File: src/rtl/demux_nbit_stream.sv
// Registered 1-to-4 N-bit stream demultiplexer with valid/ready on every channel
// and per-channel saturating delivery counters.

module demux_nbit_stream_ch #(
  parameter int N  = 4,
  parameter int CW = 8
) (
  input  logic          clk,
  input  logic          rst,
  input  logic          acc,
  input  logic [N-1:0]  din,
  input  logic          ordy,
  input  logic          cnt_clr,
  output logic [N-1:0]  data,
  output logic          valid,
  output logic [CW-1:0] cnt
);

  logic deliver;
  assign deliver = valid & ordy;

  always_ff @(posedge clk) begin
    if (rst) begin
      data  <= '0;
      valid <= 1'b0;
      cnt   <= '0;
    end else begin
      // a same-edge accept overrides the drain, so the slot stays full with new data
      if (acc) begin
        data  <= din;
        valid <= 1'b1;
      end else if (ordy) begin
        valid <= 1'b0;
      end
      if (cnt_clr)
        cnt <= '0;
      else if (deliver && (cnt != {CW{1'b1}}))
        cnt <= cnt + CW'(1);
    end
  end

endmodule

module demux_nbit_stream #(
  parameter int N  = 4,
  parameter int CW = 8
) (
  input  logic            clk,
  input  logic            rst,
  input  logic [N-1:0]    in_data,
  input  logic [1:0]      in_sel,
  input  logic            in_valid,
  output logic            in_ready,
  output logic [4*N-1:0]  out_data,
  output logic [3:0]      out_valid,
  input  logic [3:0]      out_ready,
  input  logic            cnt_clr,
  output logic [4*CW-1:0] cnt
);

  localparam int NUM_LANES = 4;

  logic [NUM_LANES-1:0] acc;

  // Ready only looks at the selected channel, so a stalled channel never blocks others.
  assign in_ready = ~rst & (~out_valid[in_sel] | out_ready[in_sel]);

  always_comb begin
    acc = '0;
    if (in_valid && in_ready)
      acc[in_sel] = 1'b1;
  end

  for (genvar k = 0; k < NUM_LANES; k++) begin : g_ch
    demux_nbit_stream_ch #(.N(N), .CW(CW)) u_ch (
      .clk     (clk),
      .rst     (rst),
      .acc     (acc[k]),
      .din     (in_data),
      .ordy    (out_ready[k]),
      .cnt_clr (cnt_clr),
      .data    (out_data[k*N +: N]),
      .valid   (out_valid[k]),
      .cnt     (cnt[k*CW +: CW])
    );
  end

endmodule

File: config.mk
export PLATFORM = sky130hd
export DESIGN_NAME = demux_nbit_stream
export DESIGN_NICKNAME = d
export VERILOG_FILES = /design/src/rtl/demux_nbit_stream.sv
export SDC_FILE = /design/constraint.sdc
export NUM_CORES = 1
export LEC_CHECK = 0
export ABC_AREA = 1
export CORE_ASPECT_RATIO = 0.7
export CORE_MARGIN = 2
export CORE_UTILIZATION = 45
export DETAILED_ROUTE_END_ITERATION = 10
export GPL_TIMING_DRIVEN = 0
export PLACE_DENSITY_LB_ADDON = 0.1
export SLEW_MARGIN = 20
export SYNTH_ARGS = -nofsm -noshare
export SYNTH_HDL_FRONTEND = slang
export SYNTH_SLANG_ARGS = --single-unit
File: constraint.sdc
create_clock -name clk -period 1.2 [get_ports clk]
set_input_delay 0.24 -clock clk [delete_from_list [all_inputs] [get_ports clk]]
set_output_delay 0.24 -clock clk [all_outputs]
set_load 0.05 [all_outputs]
* Word-level counts from Yosys, hierarchy flattened
Cells that the tools add are included.
** Cells by class
- Reductions and logical operators :: 11
- Add/subtract/negate cells :: 4
- Equality and inequality tests :: 4
- Bitwise logic cells :: 8
- Order comparisons :: 2
- Multiplexer cells :: 15
** Operators with widths (count)
- 8-bit by 1-bit adder with 8-bit output, second input constant :: 4
- 8-bit inequality test, second input constant :: 4
- 1-bit 2-to-1 mux :: 11
- 2-bit nonzero test :: 4
- 1-bit logical AND :: 6
- 1-bit AND :: 5
- 1-bit binary-select mux with 2-bit select :: 2
- 4-bit 2-to-1 mux :: 1
- 2-bit by 3-bit < comparator with 1-bit output, second input constant :: 1
- 1-bit demux with 2-bit select :: 1
- 2-bit by 1-bit >= comparator with 1-bit output, second input constant :: 1
- 1-bit inverter :: 2
- 2-bit OR reduction :: 1
- 1-bit OR :: 1
** Word-level totals
- Output and inout bits :: 53
- Register bits after elaboration :: 52
- Bits of input ports :: 14
- Logic and storage cells :: 56

* Depth between registers and ports, before layout
Gate-level depths: netlist of run 1.
- Depth in word-level cells :: 8
- Depth in mapped cells :: 11
- Depth with buffers taken out :: 11

* Cells and area by module
A second synthesis of run 1 with hierarchy kept.
** Second synthesis, totals
- Cell total of the unflattened synthesis :: 388
- Area total of the unflattened synthesis :: 2636.3 sq um
** Modules (own cells, without submodules)
- demux_nbit_stream_ch :: times used 4, cells an instance 89, sequential area each 260.2 sq um, area an instance 624.3 sq um
- demux_nbit_stream :: times used 1, cells an instance 32, sequential area each 0.0 sq um, area an instance 138.9 sq um

* Least setup slack after synthesis of run 1
OpenSTA, ideal clock, no wires.
- Kind :: register to register
- Start :: register g_ch[1].u_ch.cnt[0]
- End :: register g_ch[1].u_ch.cnt[5]
- Buffers on the path :: 0
- Cell stages (with the launch flop) :: 11
- Arrival :: 1.598 ns
- Data required time :: 1.083 ns
- Period minus slack after synthesis :: 1.715 ns
- Slack :: -0.515 ns
- Setup time :: 0.117 ns
- Cell sequence :: dfxtp_1 -> ha_1 -> inv_1 -> nor3_2 -> nand2_1 -> nand2_1 -> nor2_1 -> nand2_1 -> nand2_1 -> clkinv_1 -> nor2_1
** On the way
- Word-level cells in the longest chain between the ends :: 2
- Elaborated cells between the ends (all ways) :: 3
- Classes of those cells :: 1 x add/sub; 1 x eq/ne; 1 x reduce/logical
** Ends and longest elaborated chain
- start, declared :: line 16 : output logic [CW-1:0] cnt
- start signal, assigned :: line 38 : cnt <= cnt + CW'(1);
- parallel branches: the longest is 2 deep, another holds 8-bit by 1-bit adder with 8-bit output
Parallel ways; which one is timed is not known.
A chain may end at the register's enable or synchronous reset.

* Final worst setup path of run 1
- Start :: register g_ch[0].u_ch.valid
- End :: output port in_ready
** On the way
- Word-level cells in the longest chain between the ends :: 5
** Ends and longest elaborated chain
- start, declared :: line 15 : output logic valid,
- start signal, assigned :: line 25 : valid <= 1'b0;
- start signal, assigned :: line 31 : valid <= 1'b1;
- start signal, assigned :: line 33 : valid <= 1'b0;
- 1-bit binary-select mux with 2-bit select :: line 66 : assign in_ready = ~rst & (~out_valid[in_sel] | out_ready[in_sel]);
- 1-bit 2-to-1 mux (implied by the code) :: line 66
- 1-bit inverter :: line 66
- 1-bit OR :: line 66
- 1-bit AND :: line 66
- end, declared :: line 53 : output logic in_ready,
No other way between the ends. The select of a mux whose other input is x is not followed.

==> flow_summary.toml, run 1 <==
[status]
status = "finished, violations left"
failed_checks = "setup timing"

[floorplanning]
die_area_um2 = 6660
io_pins = 67
coreArea_um2 = 5756
die_w_um = 96.69
die_h_um = 68.89
start_util_pct = 47.02
num_rows = 23

[sta]
maxSlewViolCount = 0
worstMarginPinSlew_ns = 0.8020
setup_violations = 61
min_period_ns = 1.525
worst_slack_ns = -0.3252
period_share_pct = 127.1
hold_viol = 0
rsz0062_at_grt = "true"
max_freq_ghz = 0.6556
fin_worst_skew_ns = 0.008066
setup-tns-final_ns = -8.536
hold_ws_ns = 0.3693
slew_headroom_pct = 46.54

[synthesis]
syn_inst = 391
yosys-top-cells-area = "dfxtp_1, nand2_1, inv_1"
ys_types = 29
synth_nets = 409
yosysTopAreaCell = "dfxtp_1"
synth_warnings = 0
yosysTopAreaCellShare_pct = 38.47
ys_ff_latch = 52
ys_seq_area_share_pct = 38.47
avgSynthCellArea_um2 = 6.922
syn_area_um2 = 2706

[pwr]
fin_total_pwr_mw = 3.471
power_leakage_nw = 2.062
power_density_nw_per_um2 = 736.8
ir_drop_mv = 0.5662

[clock_tree]
htreeDepth = 2
cts_tree = "built"
clockRootBuffer = "clkbuf_8"
cts_made_buffers = 5
path_clk_slew_ns = 0.09
hold_buffers = 0
clkLatencyLatePin_ns = 0.32
clock_path_buffers = 2
cts_sinks = 52

[setup_path]
max_stage_delay_ns = 0.35
cp.arrival_ns = 1.29
crit_chain = "nand2_2 -> nand2_2 -> nand2_2 -> nand2_4 -> a21oi_4 -> buf_6"
cp_data_required_time_ns = 0.96
critPathKind = "reg2out"
cp_slowest_cell = "dfxtp_2"
worstSetupStartpointType = "register"
cp_num_buf_inv = 1
path_max_fanout = 2
path_common_cell = "nand2_2"
cpLargestDelayFamily = "flip-flops"
crit_path_end_kind = "output pin"

[placed_design]
gp_congestion = 0.8479
io_buffers = 65
place_inst = 531
preCtsSetupSlack_ns = -1.204
dp_hpwl_um = 5106
placed_area_um2 = 3657

[routing]
met1_length_um = 4167
drc = 0
top_layer_used = "met4"
dr_wl_met2_um = 4864
firstDrtPassIters = 5
viasPerCell = 5.555
finalWirelength_um = 10420
drtAntennaViolNets = 0
wl_met3_um = 944
drtIter0Drc = 286
vias = 3294
wl_per_cell_um = 17.56

[flow_run]
drv_cap = 0

[grt]
grt_max_degree = 16
grt_util_all_layers_pct = 25.80
overflow = 0
antenna_found_initial = 0
grt_pass1_vias = 2763
grt_pass1_wl_um = 13490

[cells_and_area]
design_area_um2 = 4711
final_nets = 535
antennaDiodeCount = 0
fin_util_pct = 81.85
final_layout_size_suffix_gt1_share_pct = 60.23
syn_to_final_growth_pct = 74.06
fin_cells = 593

[worst_hold_path]
min_path_type = "in2reg"
layout by cell type, fill, tap and decap left out, types with 5 or more instances in the layout:
| cell | count |
|---|---|
| clkbuf_8 | 5 |
| o21ai_1 | 7 |
| a21oi_1 | 14 |
| a21oi_2 | 9 |
| nand2_2 | 40 |
| nor2_1 | 21 |
| dfxtp_1 | 16 |
| o21ai_2 | 6 |
| clkdlybuf4s50_1 | 5 |
| buf_4 | 42 |
| dfxtp_4 | 22 |
| inv_2 | 6 |
| nand3_1 | 6 |
| clkbuf_4 | 14 |
| nand4_4 | 8 |
| inv_1 | 46 |
| buf_2 | 16 |
| buf_6 | 28 |
| nand2_4 | 8 |
| nor2_2 | 29 |
| nand2_1 | 67 |
| nand3_2 | 9 |
| dlygate4sd2_1 | 6 |
| buf_8 | 11 |
| nand4_1 | 5 |
| nor2_4 | 16 |
| dfxtp_2 | 14 |
worst paths after layout:
path	slack (ns)	cells past startpoint	endpoint	from
worst min register to register	0.48	1	g_ch[3].u_ch.cnt[0]	g_ch[3].u_ch.cnt[0]
worst max-delay path	-0.33	6	in_ready	g_ch[0].u_ch.valid
worst min-delay path	0.37	4	g_ch[3].u_ch.valid	out_ready[3]
worst max register to register	-0.26	10	g_ch[2].u_ch.data[2]	g_ch[0].u_ch.valid
layer usage:
layer,up-vias,GRT usage (%)
li1,1485,-
met1,1545,35.19
met5,-,0
met3,56,5.444
met2,208,41.93
met4,0,7.746
state kept, by name, indices dropped and copies added, names as in the netlist:
name	flops
g_ch.u_ch.cnt	32
g_ch.u_ch.data	16
g_ch.u_ch.valid	4
cell type report:
type	count	area, µm²
Inverter	59	241.5
Tap cell	75	93.84
Clock inverter	2	35.03
Fill cell	340	1045
Buffer	8	65.06
Clock buffer	6	72.57
Timing Repair Buffer	114	1018
Multi-Input combinational cell	276	2038
Sequential cell	52	1141
Timing Repair inverter	1	5.005
synthesized netlist by cell type (all sizes together):
cell type  count
a21oi         25
and3           1
buf            9
clkinv         2
dfxtp         52
ha             4
inv           57
nand2        117
nand3         17
nand4          9
nor2          65
nor3           6
nor3b          1
nor4           2
o21ai         15
o21bai         1
xnor2          6
xor2           2
worst reg2reg max path: cells and delay by family (launching register included):
| family | cells | cell delay, ns |
|---|---|---|
| simple gates | 9 | 0.93 |
| flops | 1 | 0.35 |
| buf+inv | 1 | 0.13 |
kinds of logic (layout without fill, tap and decap cells):
family	Yosys count	in the layout	synth area share [%]
adders and majority gates	4	4	1.849
xor gates and xnor gates	8	8	2.589
AOI/OAI and AO/OA	41	41	8.230
DFF	52	52	38.47
buffers and inverters	68	190	10.63
and+or+nand+nor	218	223	38.23
power breakdown:
group	internal (mW)	switching (mW)	total [mW]	leakage, nW
Clock	0.620	0.617	1.24	0.0552
Sequential	1.70	0.0149	1.72	0.445
Combinational	0.163	0.355	0.518	1.56
timing repair:
item	in CTS	in global routing
resized for setup	386	129
setup buffers	32	18
setup endpoints to repair	105	84
pin swaps	26	50
cloned	5	1
(Power assumes the default switching activity.)
==> run 2, diff against run 1 <==
--- a/config.mk
+++ b/config.mk
@@ -6,12 +6,11 @@
 export NUM_CORES = 1
 export LEC_CHECK = 0
 export ABC_AREA = 1
-export CORE_ASPECT_RATIO = 0.7
 export CORE_MARGIN = 2
 export CORE_UTILIZATION = 45
 export DETAILED_ROUTE_END_ITERATION = 10
 export GPL_TIMING_DRIVEN = 0
-export PLACE_DENSITY_LB_ADDON = 0.1
+export PLACE_DENSITY = 0.86
 export SLEW_MARGIN = 20
 export SYNTH_ARGS = -nofsm -noshare
 export SYNTH_HDL_FRONTEND = slang
==> run 2 against run 1 <==
  * The flow still finishes with violations (setup timing)
  * Cell count is 2.9% lower
  * Total power is 4.9% lower
  * Critical path depth stayed put
  * Global-route usage is 3.6 points lower
  * Hold slack worse by 0.047 ns
  * Register-to-register slack better by 0.06 ns
  * Combinational power is 12% lower
  * Sequential power hardly changed
  * Critical path type unchanged
  * Critical endpoint unchanged
==> flow_summary.toml, run 2 (synthesis results as in run 1) <==
[flow_run]
drv_cap = 0

[setup_path]
reg2reg_depth = 9
worstSetupStartpointType = "register"
path_common_cell = "nand2_1"
critPathLaunch = "g_ch[0].u_ch.valid"
critPathKind = "reg2out"
cp_data_required_time_ns = 0.96
max_stage_delay_ns = 0.33
rrSetupSlack_ns = -0.20
cp-endpoint = "in_ready"
path_max_fanout = 2
crit_chain = "nand2_1 -> nand2_1 -> nand2_2 -> nand2_4 -> a21oi_4 -> buf_6"
cp_slowest_cell = "dfxtp_2"
timing.rr.end = "g_ch[0].u_ch.cnt[3]"
crit_path_end_kind = "output pin"
cp.arrival_ns = 1.20
rr_startpoint = "g_ch[0].u_ch.valid"

[pwr]
clock_power_share_pct = 34.1
switching_share_pct = 27.69
power_density_nw_per_um2 = 758.3
power.internal_mw = 2.387
pwr-share-comb_pct = 13.8
power_leakage_nw = 1.845
seqPwrFrac_pct = 52.0
fin_total_pwr_mw = 3.301
switching_power_mw = 0.9140
ir_drop_mv = 0.7005

[clock_tree]
path_clk_slew_ns = 0.10
clockRootBuffer = "clkbuf_8"
hold_buffers = 0
cts_tree = "built"
cts_sinks = 52
htreeDepth = 2
clkLatencyLatePin_ns = 0.31
clock_path_buffers = 2
cts_made_buffers = 5

[sta]
max_freq_ghz = 0.6934
worst_slack_ns = -0.2421
period_share_pct = 120.2
setup_violations = 54
fin_worst_skew_ns = 0.007906
maxSlewViolCount = 0
hold_viol = 0
min_period_ns = 1.442
rsz0062_at_grt = "true"
hold_ws_ns = 0.3220
worstMarginPinSlew_ns = 0.7212
slew_headroom_pct = 51.92

[cells_and_area]
final_nets = 518
layout_commonest_cell = "nand2_1"
top_regs = "g_ch.u_ch.cnt: 32 flops, g_ch.u_ch.data: 16 flops, g_ch.u_ch.valid: 4 flops"
nFillCells = 425
fin_cells = 576
antennaDiodeCount = 0
syn_to_final_growth_pct = 60.84
largest_register = "g_ch.u_ch.cnt"
final_layout_size_suffix_gt1_share_pct = 53.69
fin_util_pct = 74.40
largest_register_ffs = 32
layout_common_cells = "nand2_1, inv_1, nor2_2, buf_4, nand2_2"

[floorplanning]
die_h_um = 81.55
die_area_um2 = 6650
io_pins = 67
num_rows = 28
coreArea_um2 = 5851
die_w_um = 81.55
start_util_pct = 46.26

[worst_hold_path]
min_path_type = "in2reg"

[grt]
grt_pass1_wl_um = 11540
grt_pass1_vias = 2595
antenna_found_initial = 0
grt_util_all_layers_pct = 22.22
overflow = 0
grt_max_degree = 16

[routing]
firstDrtPassIters = 4
wl_per_cell_um = 13.26
finalWirelength_um = 7637
drtAntennaViolNets = 0
drtIter0Drc = 101
drc = 0
viasPerCell = 5.031
vias = 2898

[placed_design]
gp_congestion = 0.8824
dp_hpwl_um = 4844
io_buffers = 65
place_inst = 531
preCtsSetupSlack_ns = -1.210

[status]
status = "finished, violations left"
failed_checks = "setup timing"
-- run 2: worst max-delay path, delay by kind of cell (launching register included) --
| kind | cells | cell delay, ns |
|---|---|---|
| AO/OA/AOI/OAI | 1 | 0.12 |
| flip-flops | 1 | 0.33 |
| buffers and inverters | 1 | 0.17 |
| AND/OR/NAND/NOR | 4 | 0.26 |
-- run 2: routing by layer --
metal,wire [µm],global-route usage (%)
met1,3043,24.13
met2,4104,41.72
met3,402,6.154
met4,87,6.441
met5,0,0
-- run 2: how the worst min path moves through the flow --
stage                         from  slack, ns  cells past startpoint             endpoint
5_1_grt                  in_sel[0]       0.34                      4   g_ch[0].u_ch.valid
4_1_cts                  in_sel[0]       0.32                      4   g_ch[0].u_ch.valid
6_report                 in_sel[0]       0.32                      4   g_ch[0].u_ch.valid
3_3_place_gp   g_ch[3].u_ch.cnt[0]       0.46                      1  g_ch[3].u_ch.cnt[0]
3_5_place_dp   g_ch[3].u_ch.cnt[0]       0.47                      1  g_ch[3].u_ch.cnt[0]
2_1_floorplan                  rst       0.31                      1   g_ch[0].u_ch.valid
-- run 2: metrics by stage --
step	cell area, µm²	setup TNS [ns]
floorplan	2913	-2.103
global placement	3657	-38.99
detailed placement	3657	-39.95
CTS	3968	-3.514
global route	4353	-10.61
finish	4353	-6.467
-- run 2: power by group through the flow --
stage / sequential (mW) / clock [mW] / combinational (mW)
6_report: 1.72 / 1.13 / 0.457
5_1_grt: 1.72 / 1.22 / 0.486
4_1_cts: 1.72 / 1.14 / 0.425
3_5_place_dp: 1.76 / 0 / 0.400
3_3_place_gp: 1.76 / 0 / 0.394
2_1_floorplan: 1.83 / 0 / 0.181
-- run 2: repair_timing --
| action | CTS | global route |
|---|---|---|
| resized for setup | 358 | 97 |
| cloned | 6 | 0 |
| endpoints found under the hold margin | 0 | 0 |
| endpoints found under the setup margin | 103 | 78 |
| pin swaps | 21 | 28 |
| buffers inserted | 21 | 10 |
-- run 2: layout make-up --
type / count / area [µm²] / share of cell area [%]
clock buffer: 7 / 97.59 / 2.242
buffer: 9 / 72.57 / 1.667
clock inverter: 1 / 5.005 / 0.1150
inverter: 59 / 231.5 / 5.318
timing repair inverter: 1 / 7.507 / 0.1725
timing repair buffer: 96 / 834.6 / 19.17
tap: 75 / 93.84 / 2.156
multi-input combinational: 276 / 1873 / 43.03
sequential: 52 / 1137 / 26.13
==> run 3, diff against run 2 <==
--- a/config.mk
+++ b/config.mk
@@ -6,8 +6,9 @@
 export NUM_CORES = 1
 export LEC_CHECK = 0
 export ABC_AREA = 1
-export CORE_MARGIN = 2
+export CORE_MARGIN = 4
 export CORE_UTILIZATION = 45
+export CTS_CLUSTER_SIZE = 12
 export DETAILED_ROUTE_END_ITERATION = 10
 export GPL_TIMING_DRIVEN = 0
 export PLACE_DENSITY = 0.86
==> run 3 against run 2 <==
  * The run still ends with setup timing left
  * Non-clock buffer count grew 20
  * Via count is 9.7% higher
  * First-iteration DRC count increased by 73%
  * Hold slack improved by 0.056 ns
  * Design area grew 7.7%
  * Die area grew 10%
  * Wire length grew 29%
  * Core utilization up 8.2 points
  * Count of clock-buffer cells in the layout up 1
  * Combinational power increased by 5.3%
  * Flip-flop and latch count unchanged
  * Clock power fell by 7%
  * Critical endpoint unchanged
  * Largest power group unchanged
==> flow_summary.toml, run 3 (synthesis results as in run 1) <==
[status]
status = "finished, violations left"
failed_checks = "setup timing"

[floorplanning]
die_area_um2 = 7319
start_util_pct = 47.69
num_rows = 27
io_pins = 67
die_h_um = 85.55
die_w_um = 85.55
coreArea_um2 = 5675

[worst_hold_path]
min_path_type = "in2reg"
holdPathStages = 4
holdPathEnd = "g_ch[0].u_ch.valid"
holdCritStartpoint = "in_sel[0]"

[placed_design]
io_buffers = 65
dp_hpwl_um = 5006
gp_congestion = 0.8071
preCtsSetupSlack_ns = -1.198

[sta]
maxSlewViolCount = 0
worst_slack_ns = -0.2708
min_period_ns = 1.471
rsz0062_at_grt = "true"
hold_ws_ns = 0.3780
max_freq_ghz = 0.6799
hold_viol = 0
setup-tns-final_ns = -7.551
worstMarginPinSlew_ns = 0.7674
setup_violations = 58
period_share_pct = 122.6
slew_headroom_pct = 48.84
fin_worst_skew_ns = 0.007840

[setup_path]
rrSetupSlack_ns = -0.23
path_max_fanout = 2
cp.arrival_ns = 1.23
worstSetupStartpointType = "register"
reg2reg_depth = 9
critPathKind = "reg2out"
rr_startpoint = "g_ch[1].u_ch.cnt[4]"
cp_data_required_time_ns = 0.96
crit_path_end_kind = "output pin"
timing.rr.end = "g_ch[1].u_ch.cnt[2]"

[grt]
overflow = 0
grt_util_all_layers_pct = 21.23
antenna_found_initial = 0
grt_pass1_vias = 2807
grt_pass1_wl_um = 12690
grt_max_degree = 15

[routing]
firstDrtPassIters = 6
finalWirelength_um = 9846
vias = 3178
drtAntennaViolNets = 0
viasPerCell = 5.359
drtIter0Drc = 175
drc = 0
wl_per_cell_um = 16.60

[cells_and_area]
fin_util_pct = 82.58
top_regs = "g_ch.u_ch.cnt: 32 flops, g_ch.u_ch.data: 16 flops, g_ch.u_ch.valid: 4 flops"
layout_common_cells = "nand2_1, inv_1, buf_4, nor2_2, buf_6"
final_nets = 538
largest_register_ffs = 32
final_layout_size_suffix_gt1_share_pct = 56.62
largest_register = "g_ch.u_ch.cnt"
syn_to_final_growth_pct = 73.19
antennaDiodeCount = 0
layout_commonest_cell = "nand2_1"

[clock_tree]
clkLatencyLatePin_ns = 0.30
cts_tree = "built"
cts_made_buffers = 5
hold_buffers = 0
clock_path_buffers = 2
htreeDepth = 2
clockRootBuffer = "clkbuf_8"
cts_sinks = 52
path_clk_slew_ns = 0.09

[pwr]
ir_drop_mv = 0.6684
seqPwrFrac_pct = 52.9
pwr-share-comb_pct = 14.8
switching_share_pct = 28.22
power_density_nw_per_um2 = 692.2
clock_power_share_pct = 32.3
fin_total_pwr_mw = 3.244
switching_power_mw = 0.9157
power.internal_mw = 2.329
power_leakage_nw = 2.042

[flow_run]
drv_cap = 0
run 3: cell types whose count changed in the layout (fill, tap and decap cells not counted), moves of 4 or more:
| cell | before | now |
|---|---|---|
| buf_4 | 33 | 43 |
| a21oi_1 | 12 | 16 |
| a21oi_2 | 11 | 7 |
| buf_6 | 21 | 27 |
| buf_8 | 8 | 14 |
| nand2_2 | 29 | 24 |
| nand2_1 | 82 | 86 |
| nand3_1 | 10 | 6 |
run 3: how the worst max path moves through the flow:
| stage | depth (start not counted) | slack [ns] | endpoint | startpoint |
|---|---|---|---|---|
| detailed placement | 6 | -1.20 | in_ready | in_sel[1] |
| finish | 6 | -0.27 | in_ready | g_ch[0].u_ch.valid |
| floorplan | 8 | -0.16 | g_ch[0].u_ch.cnt[0] | g_ch[0].u_ch.cnt[0] |
| global route | 6 | -0.33 | in_ready | g_ch[0].u_ch.valid |
| CTS | 6 | -0.21 | in_ready | g_ch[2].u_ch.valid |
| global placement | 7 | -1.18 | in_ready | in_sel[1] |
run 3: metrics by stage:
stage,cells,area [µm²]
floorplan,391,2913
global placement,528,3654
detailed placement,528,3654
CTS,570,4098
global route,593,4687
finish,593,4687
run 3: area by class of cell:
cell class              instances  area (µm²)
flip-flops and latches         52        1141
plain buffers                   9       70.07
well taps                      72       90.09
multi-input cells             276        1988
repair buffers                116        1062
repair inverters                1       7.507
fillers                       298       988.4
inverters                      59       237.7
clock buffers                   8       90.09
run 3: worst max-delay path, cell delays in order, from the launching register on:
cell	delay (ns)
dfxtp_2	0.35
nand2_1	0.07
nand2_1	0.07
nand2_2	0.07
nand2_4	0.06
a21oi_4	0.14
buf_6	0.17
run 3: routing by layer:
| metal | vias to the layer above | track usage [%] | part of all wire [%] |
|---|---|---|---|
| met3 | 47 | 5.764 | 6.6 |
| met2 | 132 | 40.89 | 53 |
| li1 | 1487 | - | - |
| met5 | - | 0 | 0 |
| met1 | 1512 | 22.91 | 36 |
| met4 | 0 | 4.604 | 4.9 |
run 3: power groups by stage:
stage / combinational (mW) / sequential [mW] / clock (mW)
global route: 0.511 / 1.72 / 1.14
global placement: 0.393 / 1.76 / 0
floorplan: 0.181 / 1.83 / 0
finish: 0.481 / 1.72 / 1.05
detailed placement: 0.399 / 1.76 / 0
CTS: 0.441 / 1.72 / 1.05
run 3: what timing repair did:
item,CTS,global route
setup buffers,28,23
resized for setup,381,120
endpoints found under the setup margin,105,92
gates cloned,6,0
pin swaps,26,29
